==> config.mk <==
export PLATFORM = sky130hd
export DESIGN_NAME = any1_sel_split_flat
export DESIGN_NICKNAME = d
export VERILOG_FILES = /design/src/rtl/any1_pkg.sv /design/src/rtl/any1_sel_split_if.sv /design/src/rtl/any1_sel_mask.sv /design/src/rtl/any1_sel_split.sv /design/src/flat_wrapper.sv
export SDC_FILE = /design/constraint.sdc
export NUM_CORES = 2
export LEC_CHECK = 0
export CAP_MARGIN = 40
export CORE_ASPECT_RATIO = 1.5
export CORE_MARGIN = 3
export CORE_UTILIZATION = 25
export CTS_BUF_LIST = sky130_fd_sc_hd__clkbuf_8 sky130_fd_sc_hd__clkbuf_16
export CTS_CLUSTER_DIAMETER = 80
export CTS_CLUSTER_SIZE = 8
export DETAILED_ROUTE_END_ITERATION = 8
export PLACE_DENSITY_LB_ADDON = 0.25
export SYNTH_ARGS = -nofsm -noshare
export SYNTH_HDL_FRONTEND = slang
export SYNTH_SLANG_ARGS = --single-unit
==> constraint.sdc <==
create_clock -name clk_i -period 10.4 [get_ports clk_i]
set_clock_uncertainty 0.15 [all_clocks]
set_input_delay 1.56 -clock clk_i [delete_from_list [all_inputs] [get_ports clk_i]]
set_output_delay 1.56 -clock clk_i [all_outputs]
set_load 0.05 [all_outputs]
==> src/rtl/any1_pkg.sv <==
// Shared definitions for the any1 load/store path: size codes, the
// byte-select sequencer state encoding and a size-to-length helper.
package any1_pkg;

    localparam logic [2:0] SZ_BYTE  = 3'd0;
    localparam logic [2:0] SZ_WYDE  = 3'd1;
    localparam logic [2:0] SZ_TETRA = 3'd2;
    localparam logic [2:0] SZ_OCTA  = 3'd3;
    localparam logic [2:0] SZ_HEXI  = 3'd4;

    typedef enum logic [2:0] {
        IDLE,
        REQ0,
        ACK0,
        REQ1,
        ACK1
    } sel_state_t;

    function automatic int unsigned size_bytes(input logic [2:0] size);
        return 32'd1 << size;
    endfunction

endpackage

==> src/rtl/any1_sel_split_if.sv <==
// Request, bus-cycle and completion signals of the byte-select splitter.
// The slave modport is the splitter's view; master is the surrounding logic.
interface any1_sel_split_if #(
    parameter int BUS_BYTES = 16,
    parameter int ADDR_W    = 32
);

    logic                     req_valid_i;
    logic                     req_ready_o;
    logic [ADDR_W-1:0]        req_adr_i;
    logic [2:0]               req_size_i;
    logic                     req_we_i;
    logic [BUS_BYTES*8-1:0]   req_dat_i;

    logic                     cyc_valid_o;
    logic                     cyc_ready_i;
    logic [ADDR_W-1:0]        cyc_adr_o;
    logic [BUS_BYTES-1:0]     cyc_sel_o;
    logic                     cyc_we_o;
    logic [BUS_BYTES*8-1:0]   cyc_dat_o;
    logic                     cyc_last_o;
    logic                     ack_i;
    logic [BUS_BYTES*8-1:0]   rd_dat_i;

    logic                     done_o;
    logic [BUS_BYTES*8-1:0]   ld_dat_o;
    logic                     size_err_o;

    modport slave (
        input  req_valid_i, req_adr_i, req_size_i, req_we_i, req_dat_i,
        input  cyc_ready_i, ack_i, rd_dat_i,
        output req_ready_o,
        output cyc_valid_o, cyc_adr_o, cyc_sel_o, cyc_we_o, cyc_dat_o, cyc_last_o,
        output done_o, ld_dat_o, size_err_o
    );

    modport master (
        output req_valid_i, req_adr_i, req_size_i, req_we_i, req_dat_i,
        output cyc_ready_i, ack_i, rd_dat_i,
        input  req_ready_o,
        input  cyc_valid_o, cyc_adr_o, cyc_sel_o, cyc_we_o, cyc_dat_o, cyc_last_o,
        input  done_o, ld_dat_o, size_err_o
    );

endinterface

==> src/rtl/any1_sel_mask.sv <==
// Combinational lane-mask generator: double-width byte mask for an access of
// 1<<size bytes starting at lane 'off', plus the matching data shift in bits.
module any1_sel_mask
    import any1_pkg::*;
#(
    parameter  int BUS_BYTES = 16,
    localparam int LB        = $clog2(BUS_BYTES)
) (
    input  logic [LB-1:0]          off,
    input  logic [2:0]             size,
    output logic [2*BUS_BYTES-1:0] mask2,
    output logic [LB+2:0]          shamt
);

    int unsigned len;

    always_comb begin
        len   = size_bytes(size);
        mask2 = '0;
        for (int i = 0; i < 2*BUS_BYTES; i++) begin
            if (i >= int'(off) && i < int'(off) + int'(len)) begin
                mask2[i] = 1'b1;
            end
        end
    end

    assign shamt = {off, 3'b000};

endmodule

==> src/rtl/any1_sel_split.sv <==
// Byte-select sequencer: turns one load/store request into one or two
// bus-aligned cycles and right-aligns the merged load data on completion.
module any1_sel_split
    import any1_pkg::*;
#(
    parameter int BUS_BYTES = 16,
    parameter int ADDR_W    = 32,
    parameter int MAX_SIZE  = 4
) (
    input logic             clk_i,
    input logic             rst_ni,
    any1_sel_split_if.slave bus
);

    localparam int          LB     = $clog2(BUS_BYTES);
    localparam int          DW     = BUS_BYTES*8;
    localparam logic [2:0]  MAX_SZ = 3'(MAX_SIZE);
    localparam logic [LB:0] BB_L   = (LB+1)'(BUS_BYTES);

    sel_state_t             state_q, state_d;
    logic [ADDR_W-1:0]      adr_q;
    logic [2:0]             size_q;
    logic                   we_q;
    logic [2*BUS_BYTES-1:0] mask_q, mask_in;
    logic [2*DW-1:0]        dat_q, dat_in;
    logic [LB+2:0]          shamt_in;
    logic [DW-1:0]          merge_q, ld_q, keep, lo_part, hi_part, merged;
    logic                   done_q, err_q;
    logic                   accept, legal, last0;
    logic [ADDR_W-1:0]      base_adr;
    logic [LB-1:0]          off_q;
    logic [LB+3:0]          hi_shamt;

    any1_sel_mask #(.BUS_BYTES(BUS_BYTES)) u_mask (
        .off   (bus.req_adr_i[LB-1:0]),
        .size  (bus.req_size_i),
        .mask2 (mask_in),
        .shamt (shamt_in)
    );

    assign accept   = bus.req_valid_i & bus.req_ready_o;
    assign legal    = (bus.req_size_i <= MAX_SZ);
    assign dat_in   = {{DW{1'b0}}, bus.req_dat_i} << shamt_in;
    assign off_q    = adr_q[LB-1:0];
    assign base_adr = {adr_q[ADDR_W-1:LB], {LB{1'b0}}};
    assign last0    = (mask_q[2*BUS_BYTES-1:BUS_BYTES] == '0);

    // The second cycle's lanes continue where the first cycle's shifted-down data ends.
    assign hi_shamt = {BB_L - {1'b0, off_q}, 3'b000};
    assign lo_part  = bus.rd_dat_i >> {off_q, 3'b000};
    assign hi_part  = bus.rd_dat_i << hi_shamt;
    assign merged   = merge_q | hi_part;

    always_comb begin
        keep = '0;
        for (int i = 0; i < BUS_BYTES; i++) begin
            if (i < int'(size_bytes(size_q))) begin
                keep[i*8 +: 8] = 8'hFF;
            end
        end
    end

    always_ff @(posedge clk_i or negedge rst_ni) begin
        if (!rst_ni) begin
            state_q <= IDLE;
        end else begin
            state_q <= state_d;
        end
    end

    always_comb begin
        state_d = state_q;
        case (state_q)
            IDLE:    if (accept && legal) state_d = REQ0;
            REQ0:    if (bus.cyc_ready_i) state_d = ACK0;
            ACK0:    if (bus.ack_i)       state_d = last0 ? IDLE : REQ1;
            REQ1:    if (bus.cyc_ready_i) state_d = ACK1;
            ACK1:    if (bus.ack_i)       state_d = IDLE;
            default: state_d = IDLE;
        endcase
    end

    always_comb begin
        bus.req_ready_o = (state_q == IDLE);
        bus.cyc_valid_o = 1'b0;
        bus.cyc_adr_o   = '0;
        bus.cyc_sel_o   = '0;
        bus.cyc_dat_o   = '0;
        bus.cyc_we_o    = 1'b0;
        bus.cyc_last_o  = 1'b0;
        case (state_q)
            REQ0: begin
                bus.cyc_valid_o = 1'b1;
                bus.cyc_adr_o   = base_adr;
                bus.cyc_sel_o   = mask_q[BUS_BYTES-1:0];
                bus.cyc_dat_o   = dat_q[DW-1:0];
                bus.cyc_we_o    = we_q;
                bus.cyc_last_o  = last0;
            end
            REQ1: begin
                bus.cyc_valid_o = 1'b1;
                bus.cyc_adr_o   = base_adr + ADDR_W'(BUS_BYTES);
                bus.cyc_sel_o   = mask_q[2*BUS_BYTES-1:BUS_BYTES];
                bus.cyc_dat_o   = dat_q[2*DW-1:DW];
                bus.cyc_we_o    = we_q;
                bus.cyc_last_o  = 1'b1;
            end
            default: ;
        endcase
    end

    assign bus.done_o     = done_q;
    assign bus.ld_dat_o   = ld_q;
    assign bus.size_err_o = err_q;

    // Request capture, load merging and the registered completion/error pulses.
    always_ff @(posedge clk_i or negedge rst_ni) begin
        if (!rst_ni) begin
            adr_q   <= '0;
            size_q  <= '0;
            we_q    <= 1'b0;
            mask_q  <= '0;
            dat_q   <= '0;
            merge_q <= '0;
            ld_q    <= '0;
            done_q  <= 1'b0;
            err_q   <= 1'b0;
        end else begin
            done_q <= 1'b0;
            err_q  <= 1'b0;
            if (accept) begin
                adr_q   <= bus.req_adr_i;
                size_q  <= bus.req_size_i;
                we_q    <= bus.req_we_i;
                mask_q  <= mask_in;
                dat_q   <= dat_in;
                merge_q <= '0;
                err_q   <= !legal;
            end
            if (state_q == ACK0 && bus.ack_i) begin
                merge_q <= we_q ? '0 : lo_part;
                if (last0) begin
                    done_q <= 1'b1;
                    ld_q   <= we_q ? '0 : (lo_part & keep);
                end
            end
            if (state_q == ACK1 && bus.ack_i) begin
                done_q <= 1'b1;
                ld_q   <= we_q ? '0 : (merged & keep);
            end
        end
    end

endmodule
==> src/flat_wrapper.sv <==
// flat-port wrapper written by rule: the top's interface ports become plain ports
module any1_sel_split_flat import any1_pkg::*;
#(
    parameter int BUS_BYTES = 16,
    parameter int ADDR_W    = 32,
    parameter int MAX_SIZE  = 4
)
  (clk_i, rst_ni, bus_req_valid_i, bus_req_adr_i, bus_req_size_i, bus_req_we_i, bus_req_dat_i, bus_cyc_ready_i, bus_ack_i, bus_rd_dat_i, bus_req_ready_o, bus_cyc_valid_o, bus_cyc_adr_o, bus_cyc_sel_o, bus_cyc_we_o, bus_cyc_dat_o, bus_cyc_last_o, bus_done_o, bus_ld_dat_o, bus_size_err_o);
  any1_sel_split_if #(.BUS_BYTES(BUS_BYTES), .ADDR_W(ADDR_W)) bus_i ();
  input logic clk_i;
  input logic rst_ni;
  input wire logic [$bits(bus_i.req_valid_i)-1:0] bus_req_valid_i;
  input wire logic [$bits(bus_i.req_adr_i)-1:0] bus_req_adr_i;
  input wire logic [$bits(bus_i.req_size_i)-1:0] bus_req_size_i;
  input wire logic [$bits(bus_i.req_we_i)-1:0] bus_req_we_i;
  input wire logic [$bits(bus_i.req_dat_i)-1:0] bus_req_dat_i;
  input wire logic [$bits(bus_i.cyc_ready_i)-1:0] bus_cyc_ready_i;
  input wire logic [$bits(bus_i.ack_i)-1:0] bus_ack_i;
  input wire logic [$bits(bus_i.rd_dat_i)-1:0] bus_rd_dat_i;
  output wire logic [$bits(bus_i.req_ready_o)-1:0] bus_req_ready_o;
  output wire logic [$bits(bus_i.cyc_valid_o)-1:0] bus_cyc_valid_o;
  output wire logic [$bits(bus_i.cyc_adr_o)-1:0] bus_cyc_adr_o;
  output wire logic [$bits(bus_i.cyc_sel_o)-1:0] bus_cyc_sel_o;
  output wire logic [$bits(bus_i.cyc_we_o)-1:0] bus_cyc_we_o;
  output wire logic [$bits(bus_i.cyc_dat_o)-1:0] bus_cyc_dat_o;
  output wire logic [$bits(bus_i.cyc_last_o)-1:0] bus_cyc_last_o;
  output wire logic [$bits(bus_i.done_o)-1:0] bus_done_o;
  output wire logic [$bits(bus_i.ld_dat_o)-1:0] bus_ld_dat_o;
  output wire logic [$bits(bus_i.size_err_o)-1:0] bus_size_err_o;
  assign bus_i.req_valid_i = bus_req_valid_i;
  assign bus_i.req_adr_i = bus_req_adr_i;
  assign bus_i.req_size_i = bus_req_size_i;
  assign bus_i.req_we_i = bus_req_we_i;
  assign bus_i.req_dat_i = bus_req_dat_i;
  assign bus_i.cyc_ready_i = bus_cyc_ready_i;
  assign bus_i.ack_i = bus_ack_i;
  assign bus_i.rd_dat_i = bus_rd_dat_i;
  assign bus_req_ready_o = bus_i.req_ready_o;
  assign bus_cyc_valid_o = bus_i.cyc_valid_o;
  assign bus_cyc_adr_o = bus_i.cyc_adr_o;
  assign bus_cyc_sel_o = bus_i.cyc_sel_o;
  assign bus_cyc_we_o = bus_i.cyc_we_o;
  assign bus_cyc_dat_o = bus_i.cyc_dat_o;
  assign bus_cyc_last_o = bus_i.cyc_last_o;
  assign bus_done_o = bus_i.done_o;
  assign bus_ld_dat_o = bus_i.ld_dat_o;
  assign bus_size_err_o = bus_i.size_err_o;
  any1_sel_split #(.BUS_BYTES(BUS_BYTES), .ADDR_W(ADDR_W), .MAX_SIZE(MAX_SIZE)) u_core (.clk_i(clk_i), .rst_ni(rst_ni), .bus(bus_i));
endmodule
==> impl_metrics.ini <==
[placement]
place_area_mm2 = 0.05041
port_buffers = 602
place_ws_ns = 4.805
gp_congestion = 1.049
dp.cells = 6751
hpwlAfterDp_mm = 191.1

[sta]
slew_headroom_pct = 30.65
setup_tns_ns = 0
finalSetupViolCount = 0
period_minus_slack_ns = 6.075
hold_viol_final = 0
rsz0062_at_grt = false
post-route-period-util_pct = 58.41
fmax_mhz = 164.6
tightestPinTransition_ns = 1.011
slew_viol_final = 0
setup_ws_ns = 4.325

[global_route]
gr-total-overflow = 0
grt_antenna_before_repair = 33
grt_pass1_vias = 40970
grt_pass1_wl_mm = 349.8
grt_max_degree = 195
grt.total_usage_pct = 28.90

[clock_network]
path_clk_slew_ns = 0.06
clock_tree.buffer_depth = 3
clk_latency_ns = 0.72
cts_tree = yes
clock_sinks = 577
ctsHtreeMaxLevel = 3
cts_resized = 0
cts_root_buf = clkbuf_16
cts_setup_buffers = 0
hold_buffers = 0
numCtsBuffers = 85

[pwr]
leakagePower_nw = 21.16
ir_drop_mv = 0.2816
powerDensity_mw_per_mm2 = 356.2

[floorplan]
ioPinCount = 607
dieHeight_um = 507.1
start_util_pct = 25.21
die_area_mm2 = 0.1725
core_mm2 = 0.1660
chipWidth_um = 340.1
rows = 183

[synth]
async_flop_share_pct = 100.0
dominantRegCellSynth = dfrtp_1
yosysSeqAreaShare_pct = 34.50
ys_types = 94
synth.cell_area_mm2 = 0.04186
syn_inst = 4198
ys_seq_elements = 577
syn_avg_cell_area_um2 = 9.971
yosysWarnings = 0
synth_edf_count = 0

[layout]
drive_above_1_share_pct = 14.87
mostFrequentLayoutCell = clkdlybuf4s50_1
layout_common_cells = 597 x clkdlybuf4s50_1, 572 x dfrtp_1, 497 x nand2_1, 465 x mux2i_1, 395 x nor2_1
final_cells = 6879
design_area_mm2 = 0.05287
area_growth_pct = 26.32
nets = 4928

[detailed_routing]
final_antenna_net_count = 0
routed_wl_mm = 257.4
drt-initial-drc-count = 4467
firstDrtPassIters = 6
drc_errors = 0
num_vias = 41470
routedWlPerCell_um = 37.42
via_per_inst = 6.029

[flow_run]
timing.max_cap.violations = 0

[critical_path]
cpMaxStageDelayCell = clkdlybuf4s50_1
crit_family = buffers and inverters
critPathMaxFanout = 92
crit_chain = buf_12 -> buf_4 -> mux2i_1 -> nor2_1 -> clkdlybuf4s50_1
cp_num_buf_inv = 3
end_kind = output port
arrival_ns = 4.37
r2r_setup_slack_ns = 5.35
crit_type = register to output port
max_stage_delay_ns = 0.84
cp.required_ns = 8.69
crit_path_start_kind = register

[min_path]
hp-class = register to register

[outcome]
outcome = complete, no violations
[final cells by class]
class	count	area, um^2
diodes	18	45.04
well taps	2220	2778
fillers	17080	113100
multi-input cells	3173	25490
inverters	29	110.1
flip-flops and latches	577	14460
clock inverters	14	148.9
repair buffers	758	7631
clock buffers	90	2218
[flip-flops by register name (all words and copies together) (netlist names)]
register,flops
u_core.we_q,1
u_core.bus.done_o,1
u_core.state_q,3
u_core.mask_q,32
u_core.bus.ld_dat_o,128
u_core.bus.size_err_o,1
u_core.dat_q,248
u_core.merge_q,128
u_core.size_q,3
u_core.adr_q,32
[stage by stage]
step	util, %	hold WS [ns]	total power, mW
3_3_place_gp	29.96	0.3067	15.56
5_1_grt	31.83	0.3428	19.34
6_report	31.85	0.3152	18.83
2_1_floorplan	-	0.2880	10.71
3_5_place_dp	30.37	0.3050	15.79
4_1_cts	31.79	0.3173	18.52
[Yosys cell counts (35+ instances only)]
library cell	count	share of area, %
nor3_1	57	0.68
a22o_1	180	3.8
a211oi_1	39	0.70
dfrtp_1	577	34
nand2_1	499	4.5
buf_2	91	1.1
a221oi_1	45	0.94
mux2_2	96	2.6
clkbuf_1	244	2.2
a32o_1	73	1.7
mux4_2	272	15
a21oi_1	137	1.6
buf_4	36	0.65
o211ai_1	38	0.68
nand3_1	49	0.59
nor2_1	403	3.6
mux2i_1	465	11
a22oi_1	50	0.90
o31ai_1	35	0.63
o21ai_0	279	3.3
[final timing paths]
path	from	to	cells after the start
max	u_core.state_q[1]	bus_cyc_dat_o[39]	5
max reg2reg	u_core.adr_q[0]	u_core.bus.ld_dat_o[54]	8
min	u_core.bus.ld_dat_o[39]	u_core.bus.ld_dat_o[39]	2
max in group asynchronous	rst_ni	u_core.bus.ld_dat_o[102]	3
min reg2reg	u_core.bus.ld_dat_o[39]	u_core.bus.ld_dat_o[39]	2
min in group asynchronous	rst_ni	u_core.dat_q[244]	1
[cells by family (layout without fill, tap and decap cells)]
kind of cell             count (synthesis)  after routing  share of synthesized area [%]
AO/OA/AOI/OAI                         1107           1107                          18.78
XOR/XNOR                                26             26                         0.6068
adder cells (fa/ha/maj)                  7              7                         0.2272
buffers and inverters                  451            891                          5.025
flip-flops                             577            577                          34.50
multiplexers                           833            833                          28.34
other                                    1             22                       0.008959
AND/OR/NAND/NOR                       1196           1196                          12.52
[worst register-to-register path, cell delays in order (launching register included)]
cell and delay (ns):
dfrtp_4 0.64, clkinv_2 0.64, ha_4 0.92, buf_12 0.57, mux2_2 0.50, a22oi_1 0.72, o21ai_1 0.21, a211o_1 0.34
a32o_1 0.24
[report_power, final]
group	total (mW)	internal (mW)	switching (mW)	leakage [nW]
Combinational	12.2	3.99	8.21	12.4
Clock	2.66	1.50	1.16	1.17
Sequential	3.97	3.09	0.874	7.62
[metal layers]
metal / vias up / wire (um) / track usage, %
li1: 16810 / - / -
met1: 21100 / 87860 / 31.41
met2: 2818 / 120900 / 48.05
met3: 723 / 24410 / 8.053
met4: 26 / 23990 / 21.55
met5: - / 194 / 0
(Power assumes the default switching activity.)
